`src/rtl/alarm_keypad_entry_if.sv`:
```
// -----------------------------------------------------------------------------
// alarm_keypad_entry_if
//   Bundle between the raw keypad buttons and the alarm core's k4..k0 inputs.
//
//   key_raw   [4:0]  raw active-high buttons, asynchronous to the system clock
//   k         [4:0]  accepted key, one-hot or zero ({k4,k3,k2,k1,k0})
//   key_valid        one-cycle pulse when k takes a newly accepted key
//   key_err          one-cycle pulse when a multi-key press is rejected
//   busy             high whenever the entry FSM is not idle
//
//   master : keypad / environment side (drives key_raw)
//   slave  : the entry block (drives the accepted key and status)
// -----------------------------------------------------------------------------
interface alarm_keypad_entry_if;
  logic [4:0] key_raw;
  logic [4:0] k;
  logic       key_valid;
  logic       key_err;
  logic       busy;

  modport master (
    output key_raw,
    input  k,
    input  key_valid,
    input  key_err,
    input  busy
  );

  modport slave (
    input  key_raw,
    output k,
    output key_valid,
    output key_err,
    output busy
  );
endinterface

```
`src/rtl/alarm_keypad_entry.sv`:
```
// -----------------------------------------------------------------------------
// alarm_keypad_entry
//   Keypad front-end for the alarm core. Synchronises and debounces five raw
//   push-button lines, accepts only single-key presses and holds the accepted
//   key as a one-hot vector on k until a release timeout expires.
//
//   Parameters
//     DEBOUNCE : consecutive differing cycles before a debounced bit flips (>=1)
//     HOLD     : cycles k stays valid after all keys are released (>=1)
//
//   Ports
//     clk    : system clock
//     rst_n  : synchronous, active-low reset
//     kp     : keypad bundle (slave side), see alarm_keypad_entry_if
// -----------------------------------------------------------------------------
module alarm_keypad_entry #(
  parameter int DEBOUNCE = 4,
  parameter int HOLD     = 16
) (
  input  logic                  clk,
  input  logic                  rst_n,
  alarm_keypad_entry_if.slave   kp
);

  localparam int CW = (DEBOUNCE > 0) ? $clog2(DEBOUNCE + 1) : 1;
  localparam int HW = (HOLD > 1) ? $clog2(HOLD) : 1;

  localparam logic [CW-1:0] DB_LAST   = CW'(DEBOUNCE - 1);
  localparam logic [HW-1:0] HOLD_LOAD = HW'(HOLD - 1);

  typedef enum logic [1:0] {
    ST_IDLE    = 2'd0,
    ST_PRESSED = 2'd1,
    ST_HOLD    = 2'd2,
    ST_REJECT  = 2'd3
  } state_t;

  // True when exactly one bit of the vector is set.
  function automatic logic is_onehot(input logic [4:0] v);
    logic [2:0] n;
    n = 3'd0;
    for (int i = 0; i < 5; i++) begin
      n = n + {2'b00, v[i]};
    end
    return (n == 3'd1);
  endfunction

  // True when two or more bits of the vector are set.
  function automatic logic is_multi(input logic [4:0] v);
    return (v != 5'b00000) && !is_onehot(v);
  endfunction

  logic [4:0]    sync1_r;
  logic [4:0]    ks_r;
  logic [4:0]    db_r;
  logic [CW-1:0] cnt_r [5];

  state_t        state_r, state_s;
  logic [4:0]    k_r, k_s;
  logic [HW-1:0] hold_r, hold_s;
  logic          valid_r, valid_s;
  logic          err_r, err_s;
  logic          busy_r;

  logic          db_onehot_s;
  logic          db_multi_s;

  // Two-flop synchroniser on the asynchronous button lines.
  always_ff @(posedge clk) begin
    if (!rst_n) begin
      sync1_r <= 5'b00000;
      ks_r    <= 5'b00000;
    end else begin
      sync1_r <= kp.key_raw;
      ks_r    <= sync1_r;
    end
  end

  // Per-bit debounce: a bit flips only after DEBOUNCE consecutive differing
  // cycles; any agreeing cycle restarts the count, so short glitches vanish.
  always_ff @(posedge clk) begin
    if (!rst_n) begin
      db_r <= 5'b00000;
      for (int i = 0; i < 5; i++) begin
        cnt_r[i] <= {CW{1'b0}};
      end
    end else begin
      for (int i = 0; i < 5; i++) begin
        if (ks_r[i] == db_r[i]) begin
          cnt_r[i] <= {CW{1'b0}};
        end else if (cnt_r[i] == DB_LAST) begin
          db_r[i]  <= ks_r[i];
          cnt_r[i] <= {CW{1'b0}};
        end else begin
          cnt_r[i] <= cnt_r[i] + CW'(1);
        end
      end
    end
  end

  // Classify the debounced vector for the FSM.
  always_comb begin
    db_onehot_s = is_onehot(db_r);
    db_multi_s  = is_multi(db_r);
  end

  // Entry FSM next-state and output decode.
  always_comb begin
    state_s = state_r;
    k_s     = k_r;
    hold_s  = hold_r;
    valid_s = 1'b0;
    err_s   = 1'b0;
    case (state_r)
      ST_IDLE: begin
        if (db_onehot_s) begin
          k_s     = db_r;
          valid_s = 1'b1;
          state_s = ST_PRESSED;
        end else if (db_multi_s) begin
          k_s     = 5'b00000;
          err_s   = 1'b1;
          state_s = ST_REJECT;
        end else begin
          state_s = ST_IDLE;
        end
      end
      ST_PRESSED: begin
        if (db_r == 5'b00000) begin
          hold_s  = HOLD_LOAD;
          state_s = ST_HOLD;
        end else if (db_r != k_r) begin
          // Second key added or key swapped without a release.
          k_s     = 5'b00000;
          err_s   = 1'b1;
          state_s = ST_REJECT;
        end else begin
          state_s = ST_PRESSED;
        end
      end
      ST_HOLD: begin
        if (db_onehot_s) begin
          // Same key again still counts as a fresh press; k never passes 0.
          k_s     = db_r;
          valid_s = 1'b1;
          state_s = ST_PRESSED;
        end else if (db_multi_s) begin
          k_s     = 5'b00000;
          err_s   = 1'b1;
          state_s = ST_REJECT;
        end else if (hold_r == {HW{1'b0}}) begin
          k_s     = 5'b00000;
          state_s = ST_IDLE;
        end else begin
          hold_s  = hold_r - HW'(1);
        end
      end
      ST_REJECT: begin
        k_s = 5'b00000;
        if (db_r == 5'b00000) begin
          state_s = ST_IDLE;
        end else begin
          state_s = ST_REJECT;
        end
      end
      default: begin
        k_s     = 5'b00000;
        state_s = ST_IDLE;
      end
    endcase
  end

  // FSM state and registered outputs; busy tracks the state it is loaded with.
  always_ff @(posedge clk) begin
    if (!rst_n) begin
      state_r <= ST_IDLE;
      k_r     <= 5'b00000;
      hold_r  <= {HW{1'b0}};
      valid_r <= 1'b0;
      err_r   <= 1'b0;
      busy_r  <= 1'b0;
    end else begin
      state_r <= state_s;
      k_r     <= k_s;
      hold_r  <= hold_s;
      valid_r <= valid_s;
      err_r   <= err_s;
      busy_r  <= (state_s != ST_IDLE);
    end
  end

  assign kp.k         = k_r;
  assign kp.key_valid = valid_r;
  assign kp.key_err   = err_r;
  assign kp.busy      = busy_r;

endmodule
```
`src/flat_wrapper.sv`:
```
// flat-port wrapper written by rule: the top's interface ports become plain ports
module alarm_keypad_entry_flat 
#(
  parameter int DEBOUNCE = 4,
  parameter int HOLD     = 16
)
  (clk, rst_n, kp_key_raw, kp_k, kp_key_valid, kp_key_err, kp_busy);
  alarm_keypad_entry_if kp_i ();
  input  logic clk;
  input  logic rst_n;
  input wire logic [$bits(kp_i.key_raw)-1:0] kp_key_raw;
  output wire logic [$bits(kp_i.k)-1:0] kp_k;
  output wire logic [$bits(kp_i.key_valid)-1:0] kp_key_valid;
  output wire logic [$bits(kp_i.key_err)-1:0] kp_key_err;
  output wire logic [$bits(kp_i.busy)-1:0] kp_busy;
  assign kp_i.key_raw = kp_key_raw;
  assign kp_k = kp_i.k;
  assign kp_key_valid = kp_i.key_valid;
  assign kp_key_err = kp_i.key_err;
  assign kp_busy = kp_i.busy;
  alarm_keypad_entry #(.DEBOUNCE(DEBOUNCE), .HOLD(HOLD)) u_core (.clk(clk), .rst_n(rst_n), .kp(kp_i));
endmodule
```
`config.mk`:
```
export PLATFORM = sky130hd
export DESIGN_NAME = alarm_keypad_entry_flat
export DESIGN_NICKNAME = d
export VERILOG_FILES = /design/src/rtl/alarm_keypad_entry_if.sv /design/src/rtl/alarm_keypad_entry.sv /design/src/flat_wrapper.sv
export SDC_FILE = /design/constraint.sdc
export NUM_CORES = 1
export LEC_CHECK = 0
export CAP_MARGIN = 0
export CORE_ASPECT_RATIO = 2
export CORE_UTILIZATION = 50
export CTS_BUF_LIST = sky130_fd_sc_hd__clkbuf_16
export DETAILED_ROUTE_END_ITERATION = 16
export DONT_BUFFER_PORTS = 1
export SLEW_MARGIN = 10
export SYNTH_ARGS = -nofsm -noshare
export SYNTH_HDL_FRONTEND = slang
export SYNTH_SLANG_ARGS = --single-unit
```
`constraint.sdc`:
```
create_clock -name clk -period 4.41 [get_ports clk]
set_input_delay 0.2205 -clock clk [delete_from_list [all_inputs] [get_ports clk]]
set_output_delay 0.2205 -clock clk [all_outputs]
set_load 0.01 [all_outputs]
```
**After elaboration in Yosys (flattened, before gate mapping)**

Memories as Yosys holds them, arrays and structs flattened.
Cells that the tools add are included.

- Shifts and indexed selects: 0
- Equality and inequality tests: 23
- Add/sub/neg operators: 10
- Order comparisons: 0
- Multipliers: 0
- Div/mod/pow operators: 0
- Mux-type cells: 99
- Reduce and logical (&&, ||, !) cells: 17
- Bitwise gates (word level): 20

Operators by type and width:

| kind | number |
|---|---|
| $mux 1 | 61 |
| $mux 3 | 15 |
| $mux 5 | 7 |
| $pmux 5 s4 | 1 |
| $mux 2 | 8 |
| $mux 4 | 4 |
| $add 3x1->3 const B | 5 |
| $eq 3x2->1 const B | 5 |
| $or 1x1->1 | 15 |
| $reduce_and 2->1 | 6 |
| $add 3x1->3 | 3 |
| $ne 2x2->1 const B | 4 |
| $pmux 2 s4 | 1 |
| $pmux 4 s2 | 1 |
| $eq 1x1->1 | 5 |
| $logic_not 5->1 | 1 |
| $ne 5x5->1 | 1 |
| $not 1->1 | 5 |
| $reduce_and 5->1 | 1 |
| $reduce_bool 5->1 | 1 |
| $eq 2x2->1 const B | 2 |
| $logic_not 4->1 | 1 |
| $ne 2x1->1 const B | 2 |
| $ne 4x1->1 const B | 1 |
| other kinds (12) | 13 |

- ROM bits: 0
- Bits in writable memories: 15
- Register bits after elaboration: 29
- Bits in latches: 0
- Memories: 1
- Input bits: 7

Memories:

| memory | depth | width | read ports | clocked after memory_dff | wr ports | line | RTL |
|---|---|---|---|---|---|---|---|
| u_core.cnt_r | 5 | 3 | 5 | 0 | 5 | alarm_keypad_entry.sv:56 | `logic [CW-1:0] cnt_r [5];` |

**Longest topological paths before layout**

- Word-level depth: 11
- Gate-level depth with buffers: 12
- Gate-level depth less buffers: 11

**Least setup slack after synthesis**

OpenSTA, ideal clock, no wires.

- Path type: reg2reg
- From: reg u_core.db_r[0]
- To: reg u_core.busy_r (netlist: u_core.kp.busy)
- Arrival: 3.053 ns
- Library setup time: 0.130 ns
- Path buffers: 1
- Data required time: 4.280 ns
- Cell stages (with the launch flop): 13
- Setup slack: 1.227 ns
- Cells stage by stage: dfxtp_1 > inv_1 > ha_1 > inv_1 > fa_1 > inv_1 > ha_1 > fa_1 > or3b_2 > clkbuf_1 > a22o_2 > a21oi_1 > o211ai_1

- Cells in the longest elaborated chain, start to end: 11
- Elaborated cells on any way between the ends: 19

RTL lines:

| what | line | RTL |
|---|---|---|
| from (decl) | alarm_keypad_entry.sv:55 | `logic [4:0] db_r;` |
| from (signal, indexed assignment) | alarm_keypad_entry.sv:92 | `db_r[i] <= ks_r[i];` |
| $add 1x1->2 | alarm_keypad_entry.sv:43 | `n = n + {2'b00, v[i]};` |
| $add 3x1->3 (3 in a row) | alarm_keypad_entry.sv:43 |  |
| $eq 3x1->1 | alarm_keypad_entry.sv:45 | `return (n == 3'd1);` |
| $logic_not 1->1 | alarm_keypad_entry.sv:50 | `return (v != 5'b00000) && !is_onehot(v);` |
| $logic_and 1x1->1 | alarm_keypad_entry.sv:50 |  |
| $mux 2, on equally long branches | alarm_keypad_entry.sv:147, alarm_keypad_entry.sv:120 |  |
| $mux 2, on equally long branches | alarm_keypad_entry.sv:142, alarm_keypad_entry.sv:116 |  |
| $pmux 2 s4 * | alarm_keypad_entry.sv:114 | `case (state_r)` |
| $reduce_bool 2->1 * | alarm_keypad_entry.sv:188 | `busy_r <= (state_s != ST_IDLE);` |
| to (signal assigned) | alarm_keypad_entry.sv:188 |  |
| to (decl) | alarm_keypad_entry.sv:63 | `logic busy_r;` |

Mark *: on every way between the ends. The rest lies on a longest branch, timed or not.
A chain may end at the register's enable or synchronous reset.

**Final worst setup path**

- From: reg u_core.db_r[0]
- To: reg u_core.k_r[3] (netlist: u_core.kp.k[3])

- Cells in the longest elaborated chain, start to end: 10
- Elaborated cells on any way between the ends: 19

RTL lines:

| what | line | RTL |
|---|---|---|
| $add 1x1->2 | alarm_keypad_entry.sv:43 |  |
| $add 3x1->3 (3 in a row) | alarm_keypad_entry.sv:43 |  |
| $eq 3x1->1 | alarm_keypad_entry.sv:45 |  |
| $logic_not 1->1 | alarm_keypad_entry.sv:50 |  |
| $logic_and 1x1->1 | alarm_keypad_entry.sv:50 |  |
| $mux 5 | alarm_keypad_entry.sv:147 | `end else if (db_multi_s) begin` |
| $mux 5 | alarm_keypad_entry.sv:142 | `if (db_onehot_s) begin` |
| $pmux 5 s4 | alarm_keypad_entry.sv:114 |  |
| to (signal assigned) | alarm_keypad_entry.sv:184 | `k_r <= k_s;` |
| to (decl) | alarm_keypad_entry.sv:59 | `logic [4:0] k_r, k_s;` |

Several ways; a longest one is shown, not always the timed one.

==> qor.yml <==
vias_per_cell: 5.24
die-area_um2: 4580
ctsHtreeMaxLevel: 2
routed_wl_um: 3540
setup_violations: 0
drt-pass1-iter-count: 4
ir_worst_vdd_uv: 295
drc_errors: 0
cts_sinks: 44
fin_ws_ps: 983
synth_ff_type: "dfxtp_1"
fin_setup_tns_ps: 0
dpl_cell_area_um2: 2220
dr.first_iter.drc_count: 17
synth.largest_area_cell: "dfxtp_1"
final_max_slew_viol_count: 0
cts_resized: 0
grt_first_pass_wirelength_um: 6220
crit_fanout: 6
clock-root-buffer: "clkbuf_16"
num_rows: 33
p_leak_nw: 1.03
clkLatencyLatePin_ps: 270
post-route-period-util: 0.777
fmax_mhz: 292
rr_worst_depth: 11
ys_ff_latch: 44
die_w_um: 48.4
worstSetupEndpointType: "register"
relSlewSlack: 0.488
power_density_nw_per_um2: 375
routed-via-count: 1420
required_ps: 4600
fillers: 354
first_global_vias: 1417
maxCapViolCount: 0
wl_per_cell_um: 13.0
cts_tree: "built"
cts_hold_buf: 0
dp_slack_ps: 1010
netlist_top_cells_count: "dfxtp_1, inv_1, ha_1"
antenna_found_initial: 0
syn_to_final_growth_pct: 9.71
synth_top_area_share: 0.270
synthArstFlopShare: 0
yosysUniqueCellTypes: 40
nets: 245
min_path_cells: 1
synth_edf_count: 15
dp_hpwl_um: 2810
rsz0062_at_grt: "false"
diodes: 0
syn_inst: 204
core_area_um2: 4090
synth_warnings: 0
io_buffers: 0
worstSetupPathType: "register to register"
layout_min_cycle_time_ps: 3430
worst_pin_slew_ps: 758
post-cts-setup-buffer-count: 0
hold_path.class: "input port to register"
worstSetupStartpointType: "register"
yosys-top-cells-area: "dfxtp_1, edfxtp_1, ha_1"
skew_ps: 3.76
antenna_left: 0
tritoncts.num_buffers: 5
final_area_um2: 2360
grt_overflow: 0
pin_count: 15
cp_data_arrival_time_ps: 3620
avgSynthCellArea_um2: 10.5
ys_seq_area_frac: 0.479
grt_usage: 0.176
cts.clk_slew.worst_paths_ps: 60
clock_path_buffers: 2
start_util: 0.526
drive_gt1_frac: 0.0594
dieHeight_um: 94.8
place.gp.congestion: 0.812
outcome: "finished, final reports clean"
netlist_area_um2: 2150
synth_most_common_cell: "dfxtp_1"
grt_max_degree: 35
hold_viol: 0
==> per-stage QoR <==
stage               hold slack, ps   util  std cells  power, W
floorplan                      348      -        218  0.000540
global placement               345  0.544        263  0.000552
detailed placement             347  0.544        263  0.000558
CTS                           59.6  0.577        271  0.000897
global route                  58.8  0.577        271  0.000929
finish                        64.7  0.577        271  0.000885
==> power by group <==
group          switching (W)  internal [W]   total, W
Clock               0.000133      0.000203   0.000336
Combinational      0.0000512     0.0000422  0.0000935
Sequential         0.0000147      0.000441   0.000456
Total               0.000199      0.000687   0.000885
==> worst max-delay path, cell delays in order, from the launching register on <==
cell,delay (ps)
dfxtp_1,460
inv_1,80
ha_1,280
inv_1,50
fa_1,530
inv_1,50
ha_1,200
fa_1,460
or3b_2,550
nor3_1,490
nand2_1,100
o21ai_0,100
==> routing by layer <==
metal  track usage  wire [um]
met2         0.335       2020
met5             0          0
met4        0.0956         97
met1         0.178       1340
met3        0.0322         85
==> cell type report <==
| cell class | instances | area (um^2) | area share |
|---|---|---|---|
| multi-input combinational | 145 | 1040 | 0.443 |
| sequential | 44 | 1030 | 0.437 |
| clock buffer | 5 | 125 | 0.0530 |
| inverter | 22 | 82.6 | 0.0350 |
| tap | 52 | 65.1 | 0.0276 |
| clock inverter | 3 | 11.3 | 0.00477 |
==> final timing paths <==
path                                   startpoint           endpoint  slack [ps]
worst min register to register  u_core.sync1_r[2]     u_core.ks_r[2]         430
worst max register to register     u_core.db_r[0]     u_core.kp.k[3]         980
worst min-delay path                        rst_n  u_core.sync1_r[0]          60
worst max-delay path               u_core.db_r[0]     u_core.kp.k[3]         980
==> layout by cell type, fill, tap and decap left out, types with 9 or more instances in the layout <==
cell type  count
and2_1        10
conb_1        15
dfxtp_1       29
edfxtp_1      15
ha_1          18
inv_1         24
nand2_1        9
nand3_1        9
nor2_1        16
o21ai_0        9
==> state kept, by name (all words and copies together) (netlist names) <==
register	cells
u_core.cnt_r	15
u_core.db_r	5
u_core.hold_r	4
u_core.kp.busy	1
u_core.kp.k	5
u_core.kp.key_err	1
u_core.kp.key_valid	1
u_core.ks_r	5
u_core.state_r	2
u_core.sync1_r	5
==> logic make-up after synthesis <==
family	count (synthesis)	share of synthesized area
AND/OR/NAND/NOR	70	0.190
flip-flops	44	0.479
buffers and inverters	29	0.0593
AO/OA/AOI/OAI	25	0.0820
adder cells (fa/ha/maj)	20	0.123
XOR/XNOR	10	0.0407
multiplexers	5	0.0233
other	1	0.00174
(Power assumes the default switching activity.)
